File: config.mk
export PLATFORM = sky130hd
export DESIGN_NAME = int_divider_seq
export DESIGN_NICKNAME = d
export VERILOG_FILES = /design/src/rtl/int_divider_seq.sv
export SDC_FILE = /design/constraint.sdc
export NUM_CORES = 1
export LEC_CHECK = 0
export CORE_ASPECT_RATIO = 2
export CORE_UTILIZATION = 45
export DETAILED_ROUTE_END_ITERATION = 6
export DONT_BUFFER_PORTS = 1
export PLACE_DENSITY = 0.66
export SLEW_MARGIN = 5
export SYNTH_ARGS = -nofsm -noshare
export SYNTH_HDL_FRONTEND = slang
export SYNTH_SLANG_ARGS = --single-unit
File: constraint.sdc
create_clock -name clk -period 4.3 [get_ports clk]
set_input_delay 0.86 -clock clk [delete_from_list [all_inputs] [get_ports clk]]
set_output_delay 0.86 -clock clk [all_outputs]
set_load 0.03 [all_outputs]
File: src/rtl/int_divider_seq.sv
// Sequential restoring radix-2 integer divider, signed or unsigned, one quotient bit per cycle.
// Results are registered on entry to DONE and held until the next DONE.
module int_divider_seq #(
  parameter int unsigned WIDTH = 8,
  parameter int unsigned CNT_W = $clog2(WIDTH + 1)
) (
  input  logic             clk,
  input  logic             rst_n,
  input  logic             start,
  input  logic             signed_mode,
  input  logic [WIDTH-1:0] dividend,
  input  logic [WIDTH-1:0] divisor,
  output logic             busy,
  output logic             done,
  output logic [WIDTH-1:0] quotient,
  output logic [WIDTH-1:0] remainder,
  output logic             div_by_zero,
  output logic             overflow
);

  typedef enum logic [1:0] {StIdle, StCalc, StFix, StDone} state_e;

  state_e           state_q, state_d;
  logic [CNT_W-1:0] cnt_q, cnt_d;
  logic [WIDTH:0]   rem_q, rem_d;
  logic [WIDTH-1:0] quo_q, quo_d;
  logic [WIDTH-1:0] dvs_q, dvs_d;
  logic             neg_quo_q, neg_quo_d;
  logic             neg_rem_q, neg_rem_d;
  logic             ovf_pend_q, ovf_pend_d;
  logic [WIDTH-1:0] quotient_q, quotient_d;
  logic [WIDTH-1:0] remainder_q, remainder_d;
  logic             dbz_q, dbz_d;
  logic             overflow_q, overflow_d;

  logic             dvd_neg, dvs_neg;
  logic [WIDTH-1:0] dvd_mag, dvs_mag;
  logic [WIDTH:0]   shifted, trial;
  logic             unused_rem_msb;

  // Signs are pre-gated by signed_mode, so unsigned operations never negate anything.
  assign dvd_neg = signed_mode & dividend[WIDTH-1];
  assign dvs_neg = signed_mode & divisor[WIDTH-1];
  assign dvd_mag = dvd_neg ? -dividend : dividend;
  assign dvs_mag = dvs_neg ? -divisor : divisor;

  // The stored remainder is always below the divisor, so its MSB only matters after the shift.
  assign shifted        = {rem_q[WIDTH-1:0], quo_q[WIDTH-1]};
  assign trial          = shifted - {1'b0, dvs_q};
  assign unused_rem_msb = rem_q[WIDTH];

  always_comb begin
    state_d     = state_q;
    cnt_d       = cnt_q;
    rem_d       = rem_q;
    quo_d       = quo_q;
    dvs_d       = dvs_q;
    neg_quo_d   = neg_quo_q;
    neg_rem_d   = neg_rem_q;
    ovf_pend_d  = ovf_pend_q;
    quotient_d  = quotient_q;
    remainder_d = remainder_q;
    dbz_d       = dbz_q;
    overflow_d  = overflow_q;

    unique case (state_q)
      StIdle: begin
        if (start) begin
          if (divisor == '0) begin
            state_d     = StDone;
            quotient_d  = '1;
            remainder_d = dividend;
            dbz_d       = 1'b1;
            overflow_d  = 1'b0;
          end else begin
            state_d    = StCalc;
            cnt_d      = '0;
            rem_d      = '0;
            quo_d      = dvd_mag;
            dvs_d      = dvs_mag;
            neg_quo_d  = dvd_neg ^ dvs_neg;
            neg_rem_d  = dvd_neg;
            ovf_pend_d = signed_mode && (dividend == {1'b1, {(WIDTH - 1){1'b0}}}) &&
                         (divisor == '1);
          end
        end
      end
      StCalc: begin
        // quo_q shifts out dividend bits at the top and takes quotient bits in at the bottom.
        rem_d = trial[WIDTH] ? shifted : trial;
        quo_d = {quo_q[WIDTH-2:0], ~trial[WIDTH]};
        cnt_d = cnt_q + CNT_W'(1);
        if (cnt_q == CNT_W'(WIDTH - 1)) begin
          state_d = StFix;
        end
      end
      StFix: begin
        state_d     = StDone;
        quotient_d  = neg_quo_q ? -quo_q : quo_q;
        remainder_d = neg_rem_q ? -rem_q[WIDTH-1:0] : rem_q[WIDTH-1:0];
        dbz_d       = 1'b0;
        overflow_d  = ovf_pend_q;
      end
      StDone: begin
        state_d = StIdle;
      end
      default: begin
        state_d = StIdle;
      end
    endcase
  end

  always_ff @(posedge clk or negedge rst_n) begin
    if (!rst_n) begin
      state_q     <= StIdle;
      cnt_q       <= '0;
      rem_q       <= '0;
      quo_q       <= '0;
      dvs_q       <= '0;
      neg_quo_q   <= 1'b0;
      neg_rem_q   <= 1'b0;
      ovf_pend_q  <= 1'b0;
      quotient_q  <= '0;
      remainder_q <= '0;
      dbz_q       <= 1'b0;
      overflow_q  <= 1'b0;
    end else begin
      state_q     <= state_d;
      cnt_q       <= cnt_d;
      rem_q       <= rem_d;
      quo_q       <= quo_d;
      dvs_q       <= dvs_d;
      neg_quo_q   <= neg_quo_d;
      neg_rem_q   <= neg_rem_d;
      ovf_pend_q  <= ovf_pend_d;
      quotient_q  <= quotient_d;
      remainder_q <= remainder_d;
      dbz_q       <= dbz_d;
      overflow_q  <= overflow_d;
    end
  end

  assign busy        = (state_q != StIdle);
  assign done        = (state_q == StDone);
  assign quotient    = quotient_q;
  assign remainder   = remainder_q;
  assign div_by_zero = dbz_q;
  assign overflow    = overflow_q;

endmodule

==> out/metrics.cfg, run 1 <==
[run_status]
status = complete, no violations

[drt]
wl_per_cell_um = 16.9
antenna_left = 0
drc = 0
wirelength_um = 8120
drt_iter0_drc = 109
first_pass_iters = 4
avgViaCountPerCell = 5.81
dr_total_vias = 2787

[synth]
synth_area_leaders = dfrtp_1 37%, ha_1 6.8%, a21oi_1 4.2%, o21ai_0 4.2%, nor2_1 3.9%
synth_edf_count = 0
yosys_warnings = 0
ys_ff_latch = 51
yosysMostFrequentCell = dfrtp_1
netlist.area_leader.share_pct = 36.7
ys_types = 57
syn_inst = 392
synth_nets = 432
mappedNetlistArea_sq_um = 3480
synthTopCellsByCount = 51 x dfrtp_1, 36 x nor2_1, 34 x nand2_1, 29 x a21oi_1, 29 x o21ai_0
seq_area_frac_synth_pct = 36.7
yosysTopAreaCell = dfrtp_1
async_flop_share_pct = 100
avgSynthCellArea_sq_um = 8.88
synthFlopType = dfrtp_1

[placed_design]
place_area_sq_um = 3510
dp_hpwl_um = 6340
place.gp.congestion = 0.810
port_buffers = 0

[floorplanning]
die_h_um = 126
start_util_pct = 46.2
coreArea_sq_um = 7540
dieArea_sq_um = 8110
io_pins = 40
chipWidth_um = 64.2
rows = 45

[finish]
area_delta_synth_final_pct = 4.99
drive_gt1_share_pct = 8.29
diodes = 0
final_area_sq_um = 3660
post-route-util_pct = 48.5
final_nets = 425

[timing]
slew_headroom_pct = 48.9
fmax_mhz = 392
fin_crit_sh_pct = 59.4
min_period_ps = 2550
finalClockSkew_ps = 5.51
finalMaxSlewViolations = 0
grt_setup_unrepaired = no
finalSetupViolCount = 0
final.setup.tns_ps = 0
finalHoldViolations = 0
hold_ws_ps = 254
worstMarginPinSlew_ps = 767

[worst_setup_path]
arrival_ps = 2750
cp-start-kind = register
worst_path_max_delay_cell = fa_1
crit_required_ps = 4500
cpLargestDelayFamily = adder cells
ff2ff_path_depth = 9
cp_common_cell = inv_1
path_cells = inv_1 -> ha_1 -> inv_1 -> fa_1 -> a211oi_2 -> nor3_1 -> mux2_4 -> and2_1 -> o311ai_2
r2r_setup_slack_ps = 1750
critPathMaxFanout = 11
r2r-end = rem_q[0]$_DFFE_PN0P_
r2r-start = quo_q[7]$_DFFE_PN0P_
cp-end-kind = register
path_buf_inv = 2
critPathMaxStageDelay_ps = 430
critPathKind = register to register

[global_route]
grt_pass1_vias = 2803
grt_antenna_before_repair = 0
use_met3_pct = 4.41
busiest_layer = met2
grt_use_total_pct = 21.9
grt_max_degree = 52
grt_pass1_wl_um = 13500
global_route.usage.met2_pct = 42.1
grt-ovfl-total = 0
use_met1_pct = 20.5

[clock_network]
clock-root-buffer = clkbuf_16
holdBufCountCts = 0
cts_max_level = 2
cts_setup_buffers = 0
tritoncts = built
cts_max_path_buffers = 2
clk_latency_ps = 290
clkSlewWorstSetupHoldPaths_ps = 70
cts.repair.resized = 0
cts_buffers = 5
numClockSinks = 51

[pwr]
ir_drop_v = 0.000253
leakagePower_nw = 1.51
cellPowerDensity_nw_per_um2 = 826
p_total_w = 0.00302

[min_path]
min_path_type = input port to async pin

[job]
maxCapViolations = 0

[state kept, by name (all words and copies together) (netlist names)]
signal and flops:
overflow 1, ovf_pend_q 1, quo_q 8, rem_q 8
state_q 2, cnt_q 4, neg_quo_q 1, div_by_zero 1
remainder 8, quotient 8, neg_rem_q 1, dvs_q 8
[layout make-up]
| type | count | area [sq um] |
|---|---|---|
| Inverter | 28 | 105 |
| Clock buffer | 6 | 129 |
| Tap cell | 94 | 118 |
| Sequential cell | 51 | 1280 |
| Clock inverter | 2 | 12.5 |
| Multi-Input combinational cell | 294 | 1980 |
| Fill cell | 731 | 3890 |
| Timing Repair Buffer | 5 | 37.5 |
[per-stage QoR]
stage	setup slack (ps)	cells
final	1750	480
after global routing	1530	480
after CTS	1750	480
after detailed placement	1450	472
after global placement	1510	472
after floorplan	1930	392
[report_power, final]
part / internal [W] / switching (W)
Clock: 0.000215 / 0.000179
Sequential: 0.000687 / 0.000332
Combinational: 0.000669 / 0.000938
[kinds of logic after synthesis]
logic type	share of synthesized area [%]
simple gates	17.9
mux	5.32
fa+ha+maj	7.40
compound gates	20.7
xor+xnor	5.53
buf+inv	6.54
flops	36.7
[cells in the final DEF (no fill, tap or decap), drive strengths merged, types with 5 or more instances in the layout]
cell type  Yosys  layout
a211oi         6       6
a21oi         30      30
a31oi         12      12
buf           13       5
clkbuf         6       6
dfrtp         51      51
ha            19      19
inv           28      28
mux2           9       9
mux2i          8       8
nand2         34      34
nand2b         9       9
nand3         11      11
nand4         10      10
nor2          37      37
nor3           8       8
o211ai         7       7
o21ai         30      30
o31ai          7       7
or3            6       6
xnor2         10      10
xor2          12      12
[worst max path at each step]
stage                               endpoint                  from  slack [ps]  depth (start not counted)
floorplan           remainder[1]$_DFFE_PN0P_            divisor[0]        1930                          7
global placement     quotient[6]$_DFFE_PN0P_            divisor[0]        1510                          8
detailed placement  remainder[0]$_DFFE_PN0P_            divisor[0]        1450                          8
CTS                     rem_q[0]$_DFFE_PN0P_  quo_q[7]$_DFFE_PN0P_        1750                          9
global route        remainder[0]$_DFFE_PN0P_            divisor[0]        1530                          8
finish                  rem_q[0]$_DFFE_PN0P_  quo_q[7]$_DFFE_PN0P_        1750                          9
[metal layers]
metal	share of wire, %	vias up
met4	4.2	0
met5	0	-
li1	-	1371
met1	35	1335
met2	56	58
met3	4.0	23
No activity file was read; power rests on OpenSTA's default activity.
==> run 2: changes to the inputs <==
--- a/config.mk
+++ b/config.mk
@@ -9,7 +9,7 @@
 export CORE_UTILIZATION = 45
 export DETAILED_ROUTE_END_ITERATION = 6
 export DONT_BUFFER_PORTS = 1
-export PLACE_DENSITY = 0.66
+export PLACE_DENSITY = 0.68
 export SLEW_MARGIN = 5
 export SYNTH_ARGS = -nofsm -noshare
 export SYNTH_HDL_FRONTEND = slang
==> constraint.sdc (replaced) <==
create_clock -name clk -period 2.1 [get_ports clk]
set_input_delay 0.42 -clock clk [delete_from_list [all_inputs] [get_ports clk]]
set_output_delay 0.42 -clock clk [all_outputs]
set_load 0.03 [all_outputs]
==> out/metrics.cfg, run 2 (synthesized netlist as in run 1, its figures left out) <==
[min_path]
min_path_type = input port to register  ; was input port to async pin
min_path_cells = 2
min_from = divisor[7]

[finish]
final-seq-area_sq_um = 1280  ; unchanged
area_delta_synth_final_pct = 13.9  ; was 4.99%
layout_common_cells = 51 x dfrtp_1, 36 x nor2_1, 34 x nand2_1  ; unchanged
stdcell_count = 508  ; was 480
multi_input_area_sq_um = 2000  ; was 1980 sq um
final_nets = 454  ; was 425
layout_commonest_cell = dfrtp_1  ; unchanged
drive_gt1_share_pct = 15.7  ; was 8.29%
post-route-util_pct = 52.6  ; was 48.5%
diodes = 0  ; unchanged
fill_cells = 714  ; was 731

[timing]
finalMaxSlewViolations = 0  ; unchanged
fin_ws_ps = -42.5  ; was 1750 ps
worstMarginPinSlew_ps = 376  ; was 767 ps
grt_setup_unrepaired = yes  ; was no
fin_crit_sh_pct = 102  ; was 59.4%
fmax_mhz = 467  ; was 392 MHz
finalClockSkew_ps = 5.51  ; about the same
finalSetupViolCount = 3  ; was 0
hold_ws_ps = 271  ; was 254 ps
finalHoldViolations = 0  ; unchanged
min_period_ps = 2140  ; was 2550 ps
slew_headroom_pct = 74.8  ; was 48.9%

[worst_setup_path]
critPathKind = register to register  ; unchanged
critPathMaxFanout = 7  ; was 11
cp-end-kind = register  ; unchanged
arrival_ps = 2330  ; was 2750 ps
cp-start-kind = register  ; unchanged
crit_required_ps = 2290  ; was 4500 ps
ff2ff_path_depth = 9  ; unchanged
r2r-start = quo_q[7]$_DFFE_PN0P_  ; unchanged
worstSetupStartpoint = quo_q[7]$_DFFE_PN0P_  ; unchanged

[clock_network]
cts_max_level = 2  ; unchanged
numClockSinks = 51  ; unchanged
clkSlewWorstSetupHoldPaths_ps = 60  ; was 70 ps
clock-root-buffer = clkbuf_16  ; unchanged
cts_buffers = 5  ; unchanged
tritoncts = built  ; unchanged
clk_latency_ps = 290  ; about the same
cts_max_path_buffers = 2  ; unchanged

[pwr]
power_switching_w = 0.00309  ; was 0.00145 W
p_total_w = 0.00686  ; was 0.00302 W
power_frac_comb_pct = 57.3  ; was 53.2%
leakagePower_nw = 1.68  ; was 1.51 nW
p_seq_share_pct = 29.6  ; was 33.7%
p_sw_share_pct = 45.1  ; was 48.0%
p_int_w = 0.00377  ; was 0.00157 W
cellPowerDensity_nw_per_um2 = 1730  ; was 826 nW/um^2
power_frac_clock_pct = 13.0  ; was 13.1%
ir_drop_v = 0.000540  ; was 0.000253 V

[global_route]
grt_pass1_vias = 2950  ; was 2803
grt_use_total_pct = 22.3  ; was 21.9%
grt_pass1_wl_um = 13900  ; was 13500 um
grt_antenna_before_repair = 0  ; unchanged
grt_max_degree = 52  ; unchanged
grt-ovfl-total = 0  ; unchanged

[placed_design]
dp.cells = 498  ; was 472
place.gp.congestion = 0.823  ; was 0.810
dp_hpwl_um = 6580  ; was 6340 um
port_buffers = 0  ; unchanged
post-place-ws_ps = -113  ; was 1450 ps

[floorplanning]
coreArea_sq_um = 7540  ; unchanged
chipWidth_um = 64.2  ; unchanged
die_h_um = 126  ; unchanged
rows = 45  ; unchanged
start_util_pct = 46.2  ; unchanged
dieArea_sq_um = 8110  ; unchanged
io_pins = 40  ; unchanged

[job]
maxCapViolations = 0  ; unchanged

[drt]
drc = 0  ; unchanged
antenna_left = 0  ; unchanged
wirelength_um = 8370  ; was 8120 um
dr_total_vias = 2895  ; was 2787
drt_iter0_drc = 160  ; was 109
first_pass_iters = 4  ; unchanged
wl_per_cell_um = 16.5  ; was 16.9 um
avgViaCountPerCell = 5.70  ; was 5.81

[run_status]
status = complete, but fails checks  ; was complete, no violations
violations = negative setup slack

## run 2: cell types whose count changed in the layout (fill, tap and decap cells not counted), moves of 2 or more
| cell | delta |
|---|---|
| buf_4 | +24 |
| buf_12 | +2 |
| inv_1 | -2 |
| inv_2 | +2 |
## run 2: power by group through the flow
stage               clock network, W  registers, W  logic (W)
finish                      0.000894       0.00203    0.00393
global route                0.000951       0.00209    0.00439
CTS                         0.000916       0.00203    0.00394
detailed placement                 0       0.00205    0.00385
global placement                   0       0.00204    0.00376
floorplan                          0       0.00198    0.00288
## run 2: worst paths after layout
check | to | slack (ps)
worst max register to register | rem_q[0]$_DFFE_PN0P_ | -40
max in group asynchronous | dvs_q[3]$_DFFE_PN0P_ | 1230
worst min register to register | ovf_pend_q$_DFFE_PN0P_ | 500
worst min-delay path | dvs_q[7]$_DFFE_PN0P_ | 270
min in group asynchronous | cnt_q[2]$_DFFE_PN0P_ | 650
worst max-delay path | rem_q[0]$_DFFE_PN0P_ | -40
## run 2: area by class of cell
cell class                      instances  share of cell area (%)
Multi-Input combinational cell        294                    50.5
Sequential cell                        51                    32.2
Timing Repair Buffer                   34                    7.73
Clock inverter                          1                   0.757
Inverter                               28                    2.65
Tap cell                               94                    2.97
Clock buffer                            6                    3.25
## run 2: metrics by stage
stage	instance area, sq um	TNS [ps]
floorplan	3500	-62.4
global placement	3750	-198
detailed placement	3750	-526
global route	3970	-679
finish	3970	-64.3
CTS	3960	-366
## run 2: metal layers
layer  routed length, um  global-route usage, %  vias to the layer above
li1                    -                      -                     1426
met1                3020                   21.5                     1401
met2                4830                   43.8                       54
met3                 333                   4.05                       14
met4                 195                   9.93                        0
met5                   0                      0                        -
## run 2: critical path: stages (launching register included)
cell      delay, ps
dfrtp_1         390
inv_2            80
ha_4            140
inv_2            30
fa_2            340
a211oi_2        240
nor3_2           80
mux2_4          350
and2_4          180
o311ai_2        200
## run 2: timing repair
| action | CTS | global route |
|---|---|---|
| pin swaps | 2 | 4 |
| hold buffers | 2 | 0 |
| setup buffers | 1 | 0 |
| setup endpoints to repair | 8 | 9 |
| gates resized for setup | 2 | 1 |
| endpoints found under the hold margin | 51 | 0 |
==> run 3: changes to the inputs <==
--- a/config.mk
+++ b/config.mk
@@ -5,6 +5,7 @@
 export SDC_FILE = /design/constraint.sdc
 export NUM_CORES = 1
 export LEC_CHECK = 0
+export CAP_MARGIN = 20
 export CORE_ASPECT_RATIO = 2
 export CORE_UTILIZATION = 45
 export DETAILED_ROUTE_END_ITERATION = 6
==> results of run 3 <==
Same layout as run 2: the final DEF is identical, and so are final timing and power.
